===== src/rtl/sipo_deserializer.sv =====
// -----------------------------------------------------------------------------
// sipo_deserializer
//
// Serial-in/parallel-out deserializer. Collects qualified serial bits into a
// WIDTH-bit word and presents each completed word on a valid/ready handshake
// through an output holding register, so the next frame can shift in while the
// current word waits to be taken. A completed word that finds the holding
// register still occupied (and not being taken on that edge) is dropped and
// the sticky overrun flag is raised.
//
// Optional feature macro: SIPO_PARITY_EN
//   defined   : each frame is WIDTH data bits followed by one even-parity bit;
//               parity_err reports the parity result of the word on data_out.
//   undefined : frames are WIDTH bits, no parity state, parity_err tied to 0.
//
// Parameters
//   WIDTH      word width in bits (2..32)
//   MSB_FIRST  1: first received bit lands in data_out[WIDTH-1]
//              0: first received bit lands in data_out[0]
//
// Ports
//   clk         in   clock, rising edge
//   rst         in   synchronous reset, active low
//   d_in        in   serial data bit
//   bit_valid   in   qualifies d_in
//   data_ready  in   downstream accepts the word on data_out
//   data_out    out  assembled word, stable while data_valid=1
//   data_valid  out  data_out holds an unconsumed word
//   overrun     out  sticky: a completed word was dropped
//   parity_err  out  parity result for the word on data_out
//   bit_cnt     out  bits collected in the current frame
// -----------------------------------------------------------------------------
module sipo_deserializer #(
  parameter int WIDTH     = 8,
  parameter bit MSB_FIRST = 1'b1
) (
  input  logic                           clk,
  input  logic                           rst,
  input  logic                           d_in,
  input  logic                           bit_valid,
  input  logic                           data_ready,
  output logic [WIDTH-1:0]               data_out,
  output logic                           data_valid,
  output logic                           overrun,
  output logic                           parity_err,
  output logic [$clog2(WIDTH+1)-1:0]     bit_cnt
);

  localparam int             CW        = $clog2(WIDTH + 1);
  localparam logic [CW-1:0]  LAST_DATA = CW'(WIDTH - 1);
  localparam logic [CW-1:0]  CNT_ONE   = CW'(1);

  logic [WIDTH-1:0] shift_q;
  logic [WIDTH-1:0] shift_d;
  logic [CW-1:0]    bit_cnt_q;
  logic [WIDTH-1:0] data_out_q;
  logic             data_valid_q;
  logic             overrun_q;

  logic             take;        // holding register is emptied on this edge
  logic             frame_done;  // last bit of a frame is sampled on this edge
  logic [WIDTH-1:0] word_d;      // word delivered when frame_done

  // Shift direction decides where the first bit ends up after WIDTH shifts.
  generate
    if (MSB_FIRST) begin : g_msb_first
      assign shift_d = {shift_q[WIDTH-2:0], d_in};
    end else begin : g_lsb_first
      assign shift_d = {d_in, shift_q[WIDTH-1:1]};
    end
  endgenerate

  assign take = data_valid_q & data_ready;

`ifdef SIPO_PARITY_EN
  typedef enum logic {
    S_COLLECT = 1'b0,
    S_PARITY  = 1'b1
  } state_e;

  state_e state_q;
  logic   parity_err_q;
  logic   perr_d;

  // In PARITY the data bits are already complete in shift_q; the incoming
  // bit is the parity bit and is folded into the even-parity check only.
  assign frame_done = bit_valid && (state_q == S_PARITY);
  assign word_d     = shift_q;
  assign perr_d     = (^shift_q) ^ d_in;
  assign parity_err = parity_err_q;
`else
  // The edge that samples data bit WIDTH completes the frame, so the word
  // is taken from the shift path rather than the register.
  assign frame_done = bit_valid && (bit_cnt_q == LAST_DATA);
  assign word_d     = shift_d;
  assign parity_err = 1'b0;
`endif

  always_ff @(posedge clk) begin
    if (!rst) begin
      shift_q      <= '0;
      bit_cnt_q    <= '0;
      data_out_q   <= '0;
      data_valid_q <= 1'b0;
      overrun_q    <= 1'b0;
`ifdef SIPO_PARITY_EN
      state_q      <= S_COLLECT;
      parity_err_q <= 1'b0;
`endif
    end else begin
      // Output side: a transfer empties the holding register unless a new
      // word loads on the same edge (the load below takes priority).
      if (take) begin
        data_valid_q <= 1'b0;
      end
      if (frame_done) begin
        if (!data_valid_q || take) begin
          data_out_q   <= word_d;
          data_valid_q <= 1'b1;
`ifdef SIPO_PARITY_EN
          parity_err_q <= perr_d;
`endif
        end else begin
          overrun_q <= 1'b1;
        end
      end

      // Input side.
`ifdef SIPO_PARITY_EN
      case (state_q)
        S_COLLECT: begin
          if (bit_valid) begin
            shift_q   <= shift_d;
            bit_cnt_q <= bit_cnt_q + CNT_ONE;
            if (bit_cnt_q == LAST_DATA) begin
              state_q <= S_PARITY;
            end
          end
        end
        S_PARITY: begin
          if (bit_valid) begin
            bit_cnt_q <= '0;
            state_q   <= S_COLLECT;
          end
        end
        default: begin
          state_q <= S_COLLECT;
        end
      endcase
`else
      if (bit_valid) begin
        shift_q   <= shift_d;
        bit_cnt_q <= frame_done ? '0 : (bit_cnt_q + CNT_ONE);
      end
`endif
    end
  end

  assign data_out   = data_out_q;
  assign data_valid = data_valid_q;
  assign overrun    = overrun_q;
  assign bit_cnt    = bit_cnt_q;

endmodule


===== config.mk =====
export PLATFORM = sky130hd
export DESIGN_NAME = sipo_deserializer
export DESIGN_NICKNAME = d
export VERILOG_FILES = /design/src/rtl/sipo_deserializer.sv
export SDC_FILE = /design/constraint.sdc
export NUM_CORES = 1
export LEC_CHECK = 0
export ABC_AREA = 1
export CAP_MARGIN = 20
export CORE_AREA = 5 5 51 53
export CTS_BUF_LIST = sky130_fd_sc_hd__clkbuf_16
export DETAILED_ROUTE_END_ITERATION = 16
export DIE_AREA = 0 0 56 58
export GPL_ROUTABILITY_DRIVEN = 0
export GPL_TIMING_DRIVEN = 0
export PLACE_DENSITY_LB_ADDON = 0.12
export REMOVE_ABC_BUFFERS = 1
export SLEW_MARGIN = 5
export SYNTH_ARGS = -nofsm -noshare
export SYNTH_HDL_FRONTEND = slang
export SYNTH_SLANG_ARGS = --single-unit

===== constraint.sdc =====
create_clock -name clk -period 1.7 [get_ports clk]
set_clock_uncertainty 0.2 [all_clocks]
set_input_delay 0.17 -clock clk [delete_from_list [all_inputs] [get_ports clk]]
set_output_delay 0.17 -clock clk [all_outputs]
set_load 0.05 [all_outputs]

-- Word level (Yosys, flattened, before mapping)
Index checks and enable logic that the tools add are counted.
- reductions and logical operators: 5
- eq/ne operators: 1
- add/sub/neg operators: 1
- bitwise logic cells: 2
- muxes and demuxes: 4
- operators with widths (cell ; number):
    adder 4 x 1 -> 4 bit (second input constant) ; 1
    == test 4 x 3 -> 1 bit (second input constant) ; 1
    two-way mux 4 bit ; 1
    AND reduction 2 bit ; 2
    two-way mux 1 bit ; 3
    bitwise AND 1 bit ; 1
    logical AND 1 bit ; 1
    logical NOT 1 bit ; 1
    logical OR 1 bit ; 1
    NOT 1 bit ; 1
- input bits: 5
- flip-flop bits (word level): 21
- logic and storage cells: 18
- output and inout bits: 15

-- Longest topological paths before layout
Gate-level depths: netlist of the first run.
- depth in word-level cells: 4
- gate-level depth with buffers: 7
- depth with buffers taken out: 7

-- Worst setup path before layout of the first run
OpenSTA, ideal clock, no wires.
- path kind: register to register
- start: register bit_cnt_q[1], in the netlist bit_cnt[1]
- end: register data_out_q[0], in the netlist data_out[0]
- path slack: 0.047 ns
- library setup time: 0.110 ns
- data required time: 1.390 ns
- period minus slack after synthesis: 1.653 ns
- buffers on the path: 0
- stages on the path, launching flop included: 7
- data arrival time: 1.343 ns
- cell sequence: dfxtp_1 > ha_1 > nand2_4 > nor2_4 > nand3_1 > nand2_1 > nor2_1
- word-level cells in the longest chain between the ends: 3
- RTL lines (what ; line ; source):
    from (decl) ; 55 ; logic [CW-1:0] bit_cnt_q;
    from (signal assigned) ; 153 ; bit_cnt_q <= frame_done ? '0 : (bit_cnt_q + CNT_ONE);
    == test 4 x 3 -> 1 bit ; 94 ; assign frame_done = bit_valid && (bit_cnt_q == LAST_DATA);
    logical AND 1 bit ; 94 ;
    AND reduction 2 bit (no line) ; n/a ;
    to (signal assigned) ; 118 ; data_out_q <= word_d;
    to (decl) ; 56 ; logic [WIDTH-1:0] data_out_q;
No other way between the ends.
A chain may end at the register's enable or synchronous reset.

-- Worst setup path after layout of the first run
- start: register bit_cnt_q[3], in the netlist bit_cnt[3]
- end: output bit_cnt[3]
- RTL lines (what ; line ; source):
    to (decl) ; 46 ; output logic [$clog2(WIDTH+1)-1:0] bit_cnt
No word-level cell between the ends.

==> results of run 1 <==
## registers in the layout, indices dropped and copies added, names as in the netlist
name	cells
bit_cnt	4
data_out	8
data_valid	1
overrun	1
shift_q	7
## power by group
group          total [W]  internal (W)  switching [W]
clock           0.000483      0.000313       0.000170
combinational  0.0000885     0.0000280      0.0000605
sequential      0.000517      0.000508     0.00000914
## layout by cell type, fill, tap and decap left out
master,netlist,routed
inv_2,2,2
ha_1,1,1
clkdlybuf4s50_1,0,3
conb_1,1,1
inv_4,1,1
nor2_4,2,2
nand2_1,22,22
nand3_4,1,1
nor2_1,10,10
dlygate4sd2_1,0,15
nand2_4,1,1
a21oi_1,12,12
dfxtp_1,21,21
o21ai_1,1,1
inv_1,28,29
nand3b_1,1,1
nor3_1,1,1
clkbuf_16,0,3
o21ai_0,9,9
nand3_1,9,9
## kinds of logic after synthesis
kind of cell | count (synthesis) | share of synthesized area
simple gates | 47 | 0.246
buf+inv | 37 | 0.167
compound gates | 22 | 0.118
flops | 21 | 0.452
fa+ha+maj | 1 | 0.0134
other cells | 1 | 0.00403
## worst register-to-register path, stage by stage, from the launching register on
cell	delay [ps]
dfxtp_1	370
ha_1	210
nand2_4	90
nor2_4	240
nand3_1	100
nand2_1	80
nor2_1	50
## worst min path at each step
stage	start	endpoint	slack [ps]
after global routing	shift_q[1]$_SDFFE_PN0P_	shift_q[2]$_SDFFE_PN0P_	290
after detailed placement	overrun$_SDFFE_PN0P_	overrun$_SDFFE_PN0P_	260
after CTS	overrun$_SDFFE_PN0P_	overrun$_SDFFE_PN0P_	260
after global placement	overrun$_SDFFE_PN0P_	overrun$_SDFFE_PN0P_	240
final	overrun$_SDFFE_PN0P_	overrun$_SDFFE_PN0P_	260
after floorplan	bit_valid	bit_cnt[1]$_SDFFE_PN0P_	60
## cell type report
class                      instances  share of cell area
inverter                          31               0.102
multi-input combinational         71               0.304
timing repair buffer              18               0.138
clock inverter                     1             0.00321
sequential                        21               0.359
clock buffer                       3              0.0642
tap                               28              0.0299
## per-layer routing
metal  part of all wire  global-route usage
met3              0.047              0.0290
met4              0.025              0.0712
met5                  0                   0
met2               0.42               0.157
met1               0.50               0.131
## what timing repair did
item,in CTS,in global routing
endpoints found under the hold margin,0,0
gates resized for setup,15,0
setup endpoints to repair,15,0
## metrics by stage
stage	instance area, um2	util
after floorplan	895	-
after global placement	1110	0.527
after detailed placement	1110	0.527
after CTS	1170	0.556
after global routing	1170	0.556
final	1170	0.556
==> metrics.md, run 1 <==
| Metric | Value |
|---|---|
| H-tree levels | 1 |
| Critical path endpoint | bit_cnt[3] |
| DRC Markers | 0 |
| First-pass detailed-route iteration total | 4 |
| Kind of critical path | register to output pin |
| Slew Viols, Final | 0 |
| Clock sink total | 21 |
| Vias in the first global route | between 600 and 700 |
| Initial antenna violation count | 0 |
| HP Class | register to register |
| Nets | 152 |
| Fmax | 635 MHz |
| Final Power | 0.00109 W |
| WP depth | 1 |
| Yosys warns | 0 |
| Final hold viol count | 0 |
| Cells after DPL | 169 |
| WHS Path Cells | 2 |
| Flops & latches, synth | 21 |
| Maxcap violations | 0 |
| Vias per inst | 4.34 |
| CP Capture Type | output pin |
| CTS tree | yes |
| Area of the core | 2110 um2 |
| Synth area leader | dfxtp_1 |
| Die area | about 3200 um2 |
| Crit Path Max Fanout | 3 |
| Syn Inst Count | 129 |
| Bufs and invs on worst path | 1 |
| Placement row count | 17 |
| Setup violations, final | 0 |
| Starting Density | 0.442 |
| WL final | 1590 um |
| Num CTS Buffers | 3 |
| Top cell type's share of synthesized area | 0.452 |
| Hold slack | 257 ps |
| DR iter-0 viols | 20 |
| Share of cells above drive strength 1 | 0.0690 |
| Req. time, crit path | 1330 ps |
| RSZ-0062 raised after global routing | no |
| Fin crit share | 0.927 |
| Post-synthesis sequential area ratio | 0.452 |
| Worst setup path startpoint | bit_cnt[3]$_SDFFE_PN0P_ |
| Minimum clock period | 1580 ps |
| Reg2Reg Depth | 6 |
| CTS Hold Bufs | 0 |
| Area occupied by registers | 420 um2 |
| Syn Std Cell Area | around 930 um2 |
| Vias | between 700 and 800 |
| Worst-Margin Slew | 616 ps |
| CP Cell Sequence | dlygate4sd2_1 |
| Number of synthesized flops with an enable pin | 0 |
| Critical Path Slowest Stage Cell | dlygate4sd2_1 |
| GRT Total Usage | 0.105 |
| Clk Latency, worst-skew pair | between 200 and 300 ps |
| Pwr/cell area | 931 nW/um2 |
| Crit path DAT | roughly 1200 ps |
| Avg Cell Area, Syn | about 7 um2 |
| Setup TNS | 0 ps |
| N_diodes | 0 |
| Place WS | -250 ps |
| Status | completed |
| Post-layout instance count excluding filler cells | between 150 and 200 |
| Count of cell types in the netlist | 21 |
| CP peak stage delay | between 500 and 600 ps |
| Clock Tree Root | clkbuf_16 |
| Reg2reg start | bit_cnt[0]$_SDFFE_PN0P_ |
| Clock Tree Buf Depth | 2 |
| Area delta synth->final | 25.7% |
| Layout fillers | 203 |
| Main synth FF type | dfxtp_1 |
| RR Endpoint | data_out[4]$_SDFFE_PN0P_ |
| Register-to-register path setup slack | 260 ps |
| Count leader, synth | inv_1 |
| Area occupied by multi-input gates | 355 um2 |
| Worst vdd ir | 652 uV |
| Die Height | 58 um |
| Die width | 56 um |
| Clock slew at reported path FFs | roughly 50 ps |
| # IOs | 20 |
| PortBufs | 18 |
| Main area contributors after synthesis | dfxtp_1 45%, inv_1 11%, nand2_1 8.9% |
| Worst relative slew slack | 0.588 |
| First-pass GRT wire length | 2650 um |
| Critical path's top delay family | buffers and inverters |
| WL per Instance | 9.19 um |
| Startpoint types | register |
| Setup repair bufs after CTS | 0 |
| Post-DP HPWL | 1110 um |
| Grt total ovfl | 0 |
| Most frequent cells after synthesis | 28 x inv_1, 22 x nand2_1, 21 x dfxtp_1 |
| Post-route ant nets | 0 |
| Final worst slack | around 120 ps |
| Largest net degree at the start of global routing | 21 |
| Lkg Pwr | 0.569 nW |
| Asr flop ratio synth | 0 |
No activity file was read; power rests on OpenSTA's default activity.
==> run 2, diff against run 1 <==
--- a/config.mk
+++ b/config.mk
@@ -6,7 +6,6 @@
 export NUM_CORES = 1
 export LEC_CHECK = 0
 export ABC_AREA = 1
-export CAP_MARGIN = 20
 export CORE_AREA = 5 5 51 53
 export CTS_BUF_LIST = sky130_fd_sc_hd__clkbuf_16
 export DETAILED_ROUTE_END_ITERATION = 16
@@ -15,6 +14,7 @@
 export GPL_TIMING_DRIVEN = 0
 export PLACE_DENSITY_LB_ADDON = 0.12
 export REMOVE_ABC_BUFFERS = 1
+export SETUP_SLACK_MARGIN = 0.4
 export SLEW_MARGIN = 5
 export SYNTH_ARGS = -nofsm -noshare
 export SYNTH_HDL_FRONTEND = slang
==> run 2 against run 1 <==
Effect of this change:
- clock-buffer cell count stayed put
- utilization shrank 1.0 points
- register-to-register slack improved by 140 ps
- routed wire length grew 4.2%
- combinational power is 2% higher
- critical path type is now register to register
==> metrics.md, run 2 (synthesis gave the netlist of run 1 again) <==
| Metric | Value |
|---|---|
| H-tree levels | 1 (unchanged) |
| Maxcap violations | 0 (unchanged) |
| Pwr/cell area | 954 nW/um2 (was 931 nW/um2) |
| Status | completed (unchanged) |
| Share of cells above drive strength 1 | 0.207 (was 0.0690) |
| Setup violations, final | 0 (unchanged) |
| CP Capture Type | register (was output pin) |
| WL per Instance | 9.58 um (was 9.19 um) |
| Setup TNS | 0 ps (unchanged) |
| WL final | 1660 um (was 1590 um) |
| Die width | 56 um (unchanged) |
| Area of the core | 2110 um2 (unchanged) |
| Crit path DAT | 1250 ps (was 1210 ps) |
| Fmax | 771 MHz (was 635 MHz) |
| HP Class | primary input to register (was register to register) |
| Startpoint types | register (unchanged) |
| Kind of critical path | register to register (was register to output pin) |
| CTS tree | yes (unchanged) |
| Minimum clock period | 1300 ps (was 1580 ps) |
| Die Height | 58 um (unchanged) |
| Num CTS Buffers | 3 (unchanged) |
| Worst-Margin Slew | 587 ps (was 616 ps) |
| DR iter-0 viols | 18 (was 20) |
| Worst relative slew slack | 0.609 (was 0.588) |
| Die area | 3250 um2 (unchanged) |
| Final hold viol count | 0 (unchanged) |
| Starting Density | 0.442 (unchanged) |
| Vias in the first global route | 655 (was 633) |
| DRC Markers | 0 (unchanged) |
| Cells after DPL | 169 (unchanged) |
| Placement row count | 17 (unchanged) |
| GRT Total Usage | 0.109 (was 0.105) |
| Clock slew at reported path FFs | 60 ps (was 50 ps) |
| Post-layout instance count excluding filler cells | 173 (unchanged) |
| Worst vdd ir | 654 uV (was 652 uV) |
| Clk Latency, worst-skew pair | 250 ps (about the same) |
| PortBufs | 18 (unchanged) |
| Clock sink total | 21 (unchanged) |
| N_diodes | 0 (unchanged) |
| Nets | 152 (unchanged) |
| Vias per inst | 4.32 (was 4.34) |
| Largest net degree at the start of global routing | 21 (unchanged) |
| Crit Path Max Fanout | 8 (was 3) |
| Clock Tree Buf Depth | 2 (unchanged) |
| CTS Hold Bufs | 0 (unchanged) |
| Slew Viols, Final | 0 (unchanged) |
| Fin crit share | 0.763 (was 0.927) |
| First-pass GRT wire length | 2770 um (was 2650 um) |
| Max reg flops | 8 (unchanged) |
| Grt total ovfl | 0 (unchanged) |
| Req. time, crit path | 1650 ps (was 1330 ps) |
| Commonest non-fill, non-tap cell in the layout | inv_1 (unchanged) |
| First-pass detailed-route iteration total | 4 (unchanged) |
| Vias | 748 (was 751) |
| Area delta synth->final | 23.4% (was 25.7%) |
| Setup repair bufs after CTS | 0 (unchanged) |
| Post-route ant nets | 0 (unchanged) |
| Initial antenna violation count | 0 (unchanged) |
| RSZ-0062 raised after global routing | yes (was no) |
| # IOs | 20 (unchanged) |
| Lkg Pwr | 0.536 nW (was 0.569 nW) |
| Post-DP HPWL | 1110 um (unchanged) |
| Clock Tree Root | clkbuf_16 (unchanged) |
| Most frequent cells in the layout | 29 x inv_1, 20 x nand2_1, 19 x dfxtp_1 (was 29 x inv_1, 22 x nand2_1, 21 x dfxtp_1) |
==> run 2: layout make-up <==
cell class                      instances  area, um2
Timing Repair Buffer                   18        115
Multi-Input combinational cell         71        373
Sequential cell                        21        428
Fill cell                             204        957
Tap cell                               28       35.0
Inverter                               31        119
Clock inverter                          1       3.75
Clock buffer                            3       75.1
==> run 2: final timing paths <==
check / startpoint / to / slack, ps / depth (start not counted)
worst max-delay path: bit_cnt[0]$_SDFFE_PN0P_ / data_out[4]$_SDFFE_PN0P_ / 400 / 6
worst min-delay path: bit_valid / bit_cnt[1]$_SDFFE_PN0P_ / 250 / 2
worst max register to register: bit_cnt[0]$_SDFFE_PN0P_ / data_out[4]$_SDFFE_PN0P_ / 400 / 6
worst min register to register: overrun$_SDFFE_PN0P_ / overrun$_SDFFE_PN0P_ / 260 / 2
==> run 2: report_power, final <==
part / switching [W] / internal, W
Clock: 0.000173 / 0.000313
Combinational: 0.0000612 / 0.0000288
Sequential: 0.0000110 / 0.000508
Total: 0.000245 / 0.000850
==> run 2: timing repair <==
item,4_1_cts,5_1_grt
pin swaps,1,0
cloned,0,0
gates resized for setup,80,6
endpoints found under the setup margin,35,11
==> run 2: through the flow <==
step / instance area (um2) / hold slack [ps] / setup WS [ps] / power [W] / utilization
final: 1150 / 251 / 402 / 0.00110 / 0.545
after global routing: 1150 / 288 / 308 / 0.00113 / 0.545
after CTS: 1140 / 262 / 374 / 0.00110 / 0.541
after detailed placement: 1110 / 256 / -250 / 0.000621 / 0.527
after global placement: 1110 / 240 / -247 / 0.000619 / 0.527
after floorplan: 895 / 59.4 / 47.2 / 0.000584 / -
==> run 2: routing by layer <==
| layer | track usage | routed length [um] |
|---|---|---|
| met3 | 0.0401 | 79 |
| met5 | 0 | 0 |
| met1 | 0.135 | 810 |
| met2 | 0.159 | 725 |
| met4 | 0.0712 | 42 |
==> run 2: worst max-delay path: stages (launching register included) <==
cell and delay [ps]:
dfxtp_4 370, ha_4 140, nand2_4 70, nor2_4 200
nand3_1 100, nand2_1 70, nor2_1 50
==> run 3, diff against run 2 <==
--- a/config.mk
+++ b/config.mk
@@ -6,10 +6,10 @@
 export NUM_CORES = 1
 export LEC_CHECK = 0
 export ABC_AREA = 1
-export CORE_AREA = 5 5 51 53
+export CORE_AREA = 5 5 52 54
 export CTS_BUF_LIST = sky130_fd_sc_hd__clkbuf_16
 export DETAILED_ROUTE_END_ITERATION = 16
-export DIE_AREA = 0 0 56 58
+export DIE_AREA = 0 0 57 59
 export GPL_ROUTABILITY_DRIVEN = 0
 export GPL_TIMING_DRIVEN = 0
 export PLACE_DENSITY_LB_ADDON = 0.12
==> constraint.sdc (replaced) <==
create_clock -name clk -period 1.1 [get_ports clk]
set_clock_uncertainty 0.2 [all_clocks]
set_input_delay 0.11 -clock clk [delete_from_list [all_inputs] [get_ports clk]]
set_output_delay 0.11 -clock clk [all_outputs]
set_load 0.05 [all_outputs]
==> run 3 against run 2 <==
Effect of this change:
- the run now ends with setup timing left
- clock power up 55%
- hold slack worse by 210 ps
- first-iteration DRC count is 56% lower
==> metrics.md, run 3 (synthesis gave the netlist of run 1 again) <==
| Metric | Value |
|---|---|
| HP Class | primary input to register (unchanged) |
| Vias | 820 (was 748) |
| Register-to-register path setup slack | -180 ps (was 400 ps) |
| Die Height | 59 um (was 58 um) |
| Pwr/cell area | 1200 nW/um2 (was 954 nW/um2) |
| Share of cells above drive strength 1 | 0.422 (was 0.207) |
| WL per Instance | 10.8 um (was 9.58 um) |
| Kind of critical path | register to register (unchanged) |
| Fin util | 0.666 (was 0.545) |
| RR Endpoint | data_out[1]$_SDFFE_PN0P_ (was data_out[4]$_SDFFE_PN0P_) |
| Largest net degree at the start of global routing | 21 (unchanged) |
| Crit Path Max Fanout | 8 (unchanged) |
| Reg2Reg Depth | 7 (was 6) |
| Minimum clock period | 1280 ps (was 1300 ps) |
| Most frequent cells in the layout | 28 x inv_1, 20 x nand2_1, 14 x buf_8 (was 29 x inv_1, 20 x nand2_1, 19 x dfxtp_1) |
| Clock slew at reported path FFs | 60 ps (about the same) |
| CTS tree | yes (unchanged) |
| Req. time, crit path | 1050 ps (was 1650 ps) |
| Startpoint types | register (unchanged) |
| N_diodes | 0 (unchanged) |
| Crit path DAT | 1230 ps (was 1250 ps) |
| Clk Latency, worst-skew pair | 250 ps (about the same) |
| Lkg Pwr | 0.642 nW (was 0.536 nW) |
| CP peak stage delay | 360 ps (was 370 ps) |
| Die width | 57 um (was 56 um) |
| Clock Tree Root | clkbuf_16 (unchanged) |
| Area occupied by registers | 449 um2 (was 428 um2) |
| First-pass GRT wire length | 3350 um (was 2770 um) |
| Fin crit share | 1.17 (was 0.763) |
| Final Power | 0.00174 W (was 0.00110 W) |
| H-tree levels | 1 (unchanged) |
| DRC Markers | 0 (unchanged) |
| Starting Density | 0.429 (was 0.442) |
| Slew Viols, Final | 0 (unchanged) |
| Vias in the first global route | 812 (was 655) |
| Initial antenna violation count | 0 (unchanged) |
| Setup TNS | -2120 ps (was 0 ps) |
| Status | complete, but fails checks (was completed) |
| Num CTS Buffers | 3 (unchanged) |
| # IOs | 20 (unchanged) |
| GRT Total Usage | 0.127 (was 0.109) |
| Vias per inst | 4.51 (was 4.32) |
| Placement row count | 17 (unchanged) |
| Critical Path Slowest Stage Cell | dfxtp_4 (unchanged) |
| Final hold viol count | 0 (unchanged) |
| Area of the core | 2170 um2 (was 2110 um2) |
| Final worst slack | -184 ps (was 402 ps) |
| Post-route ant nets | 0 (unchanged) |
| Setup violations, final | 16 (was 0) |
| Critical path endpoint | data_out[1]$_SDFFE_PN0P_ (was data_out[4]$_SDFFE_PN0P_) |
| Failing checks | setup timing |
| Die area | 3360 um2 (was 3250 um2) |
| Reg2reg start | bit_cnt[0]$_SDFFE_PN0P_ (unchanged) |
| CP Cell Sequence | ha_4 -> nand2_4 -> nor2_4 -> buf_12 -> nand3_2 -> nand2_1 -> nor2_1 (was ha_4 -> nand2_4 -> nor2_4 -> nand3_1 -> nand2_1 -> nor2_1) |
| Clock Tree Buf Depth | 2 (unchanged) |
| Hold Startpoint | rst (was bit_valid) |
| First-pass detailed-route iteration total | 4 (unchanged) |
| Fmax | 779 MHz (was 771 MHz) |
| CTS Hold Bufs | 0 (unchanged) |
| Commonest non-fill, non-tap cell in the layout | inv_1 (unchanged) |
| Max reg flops | 8 (unchanged) |
| Layout fillers | 188 (was 204) |
| Maxcap violations | 0 (unchanged) |
| Area delta synth->final | 55.2% (was 23.4%) |
| RSZ-0062 raised after global routing | yes (unchanged) |
| Clock sink total | 21 (unchanged) |
| Grt total ovfl | 0 (unchanged) |
| Worst vdd ir | 1020 uV (was 654 uV) |
| PortBufs | 18 (unchanged) |
| Nets | 161 (was 152) |
| WL final | 1970 um (was 1660 um) |
| DR iter-0 viols | 8 (was 18) |
| Area occupied by multi-input gates | 434 um2 (was 373 um2) |
| Worst setup path startpoint | bit_cnt[0]$_SDFFE_PN0P_ (unchanged) |
| Post-DP HPWL | 1130 um (was 1110 um) |
| CP Capture Type | register (unchanged) |
[run 3: cell count changes in the layout (fill, tap and decap cells not counted), moves of 4 or more]
cell,previous run,this run
buf_8,0,14
dfxtp_1,19,6
dfxtp_2,0,11
buf_2,12,2
nand3_1,9,1
nand3_2,0,8
buf_4,2,6
[run 3: worst min path at each step]
stage                                     to  cells past startpoint
floorplan            bit_cnt[1]$_SDFFE_PN0P_                      1
global placement        overrun$_SDFFE_PN0P_                      2
detailed placement      overrun$_SDFFE_PN0P_                      2
CTS                 data_out[6]$_SDFFE_PN0P_                      3
global route        data_out[5]$_SDFFE_PN0P_                      3
finish               bit_cnt[2]$_SDFFE_PN0P_                      3
[run 3: layout make-up]
type / count / area share
clock buffers: 3 / 0.0519
clock inverters: 1 / 0.00346
inverters: 31 / 0.0823
multi-input cells: 71 / 0.300
flip-flops and latches: 21 / 0.311
well taps: 28 / 0.0242
repair buffers: 27 / 0.227
[run 3: critical path: cells and delay by family, from the launching register on]
kind                       cells  cell delay [ps]
DFF                            1              360
buffers and inverters          1              140
adders and majority gates      1              140
and+or+nand+nor                5              350
[run 3: what timing repair did]
item | in CTS | in global routing
buffers inserted | 6 | 3
resized for setup | 150 | 11
pin swaps | 4 | 0
setup endpoints to repair | 35 | 35
[run 3: stage by stage]
stage,setup slack (ps),hold slack (ps),cells,instance area (um2)
6_report,-184,38.0,182,1450
5_1_grt,-262,56.1,182,1450
4_1_cts,-180,194,179,1420
3_5_place_dp,-805,247,169,1110
3_3_place_gp,-789,239,169,1110
2_1_floorplan,-553,-0.641,123,895
[run 3: report_power, final]
group	internal [W]	switching, W	total (W)
Sequential	0.000781	0.0000168	0.000798
Combinational	0.0000713	0.000113	0.000184
Clock	0.000487	0.000267	0.000754
Total	0.00134	0.000397	0.00174
[run 3: routing by layer]
metal,GRT usage,vias up,routed length [um]
li1,-,436,-
met1,0.128,371,852
met2,0.250,11,1050
met3,0.0283,2,62
met4,0.0497,0,10
met5,0,-,0
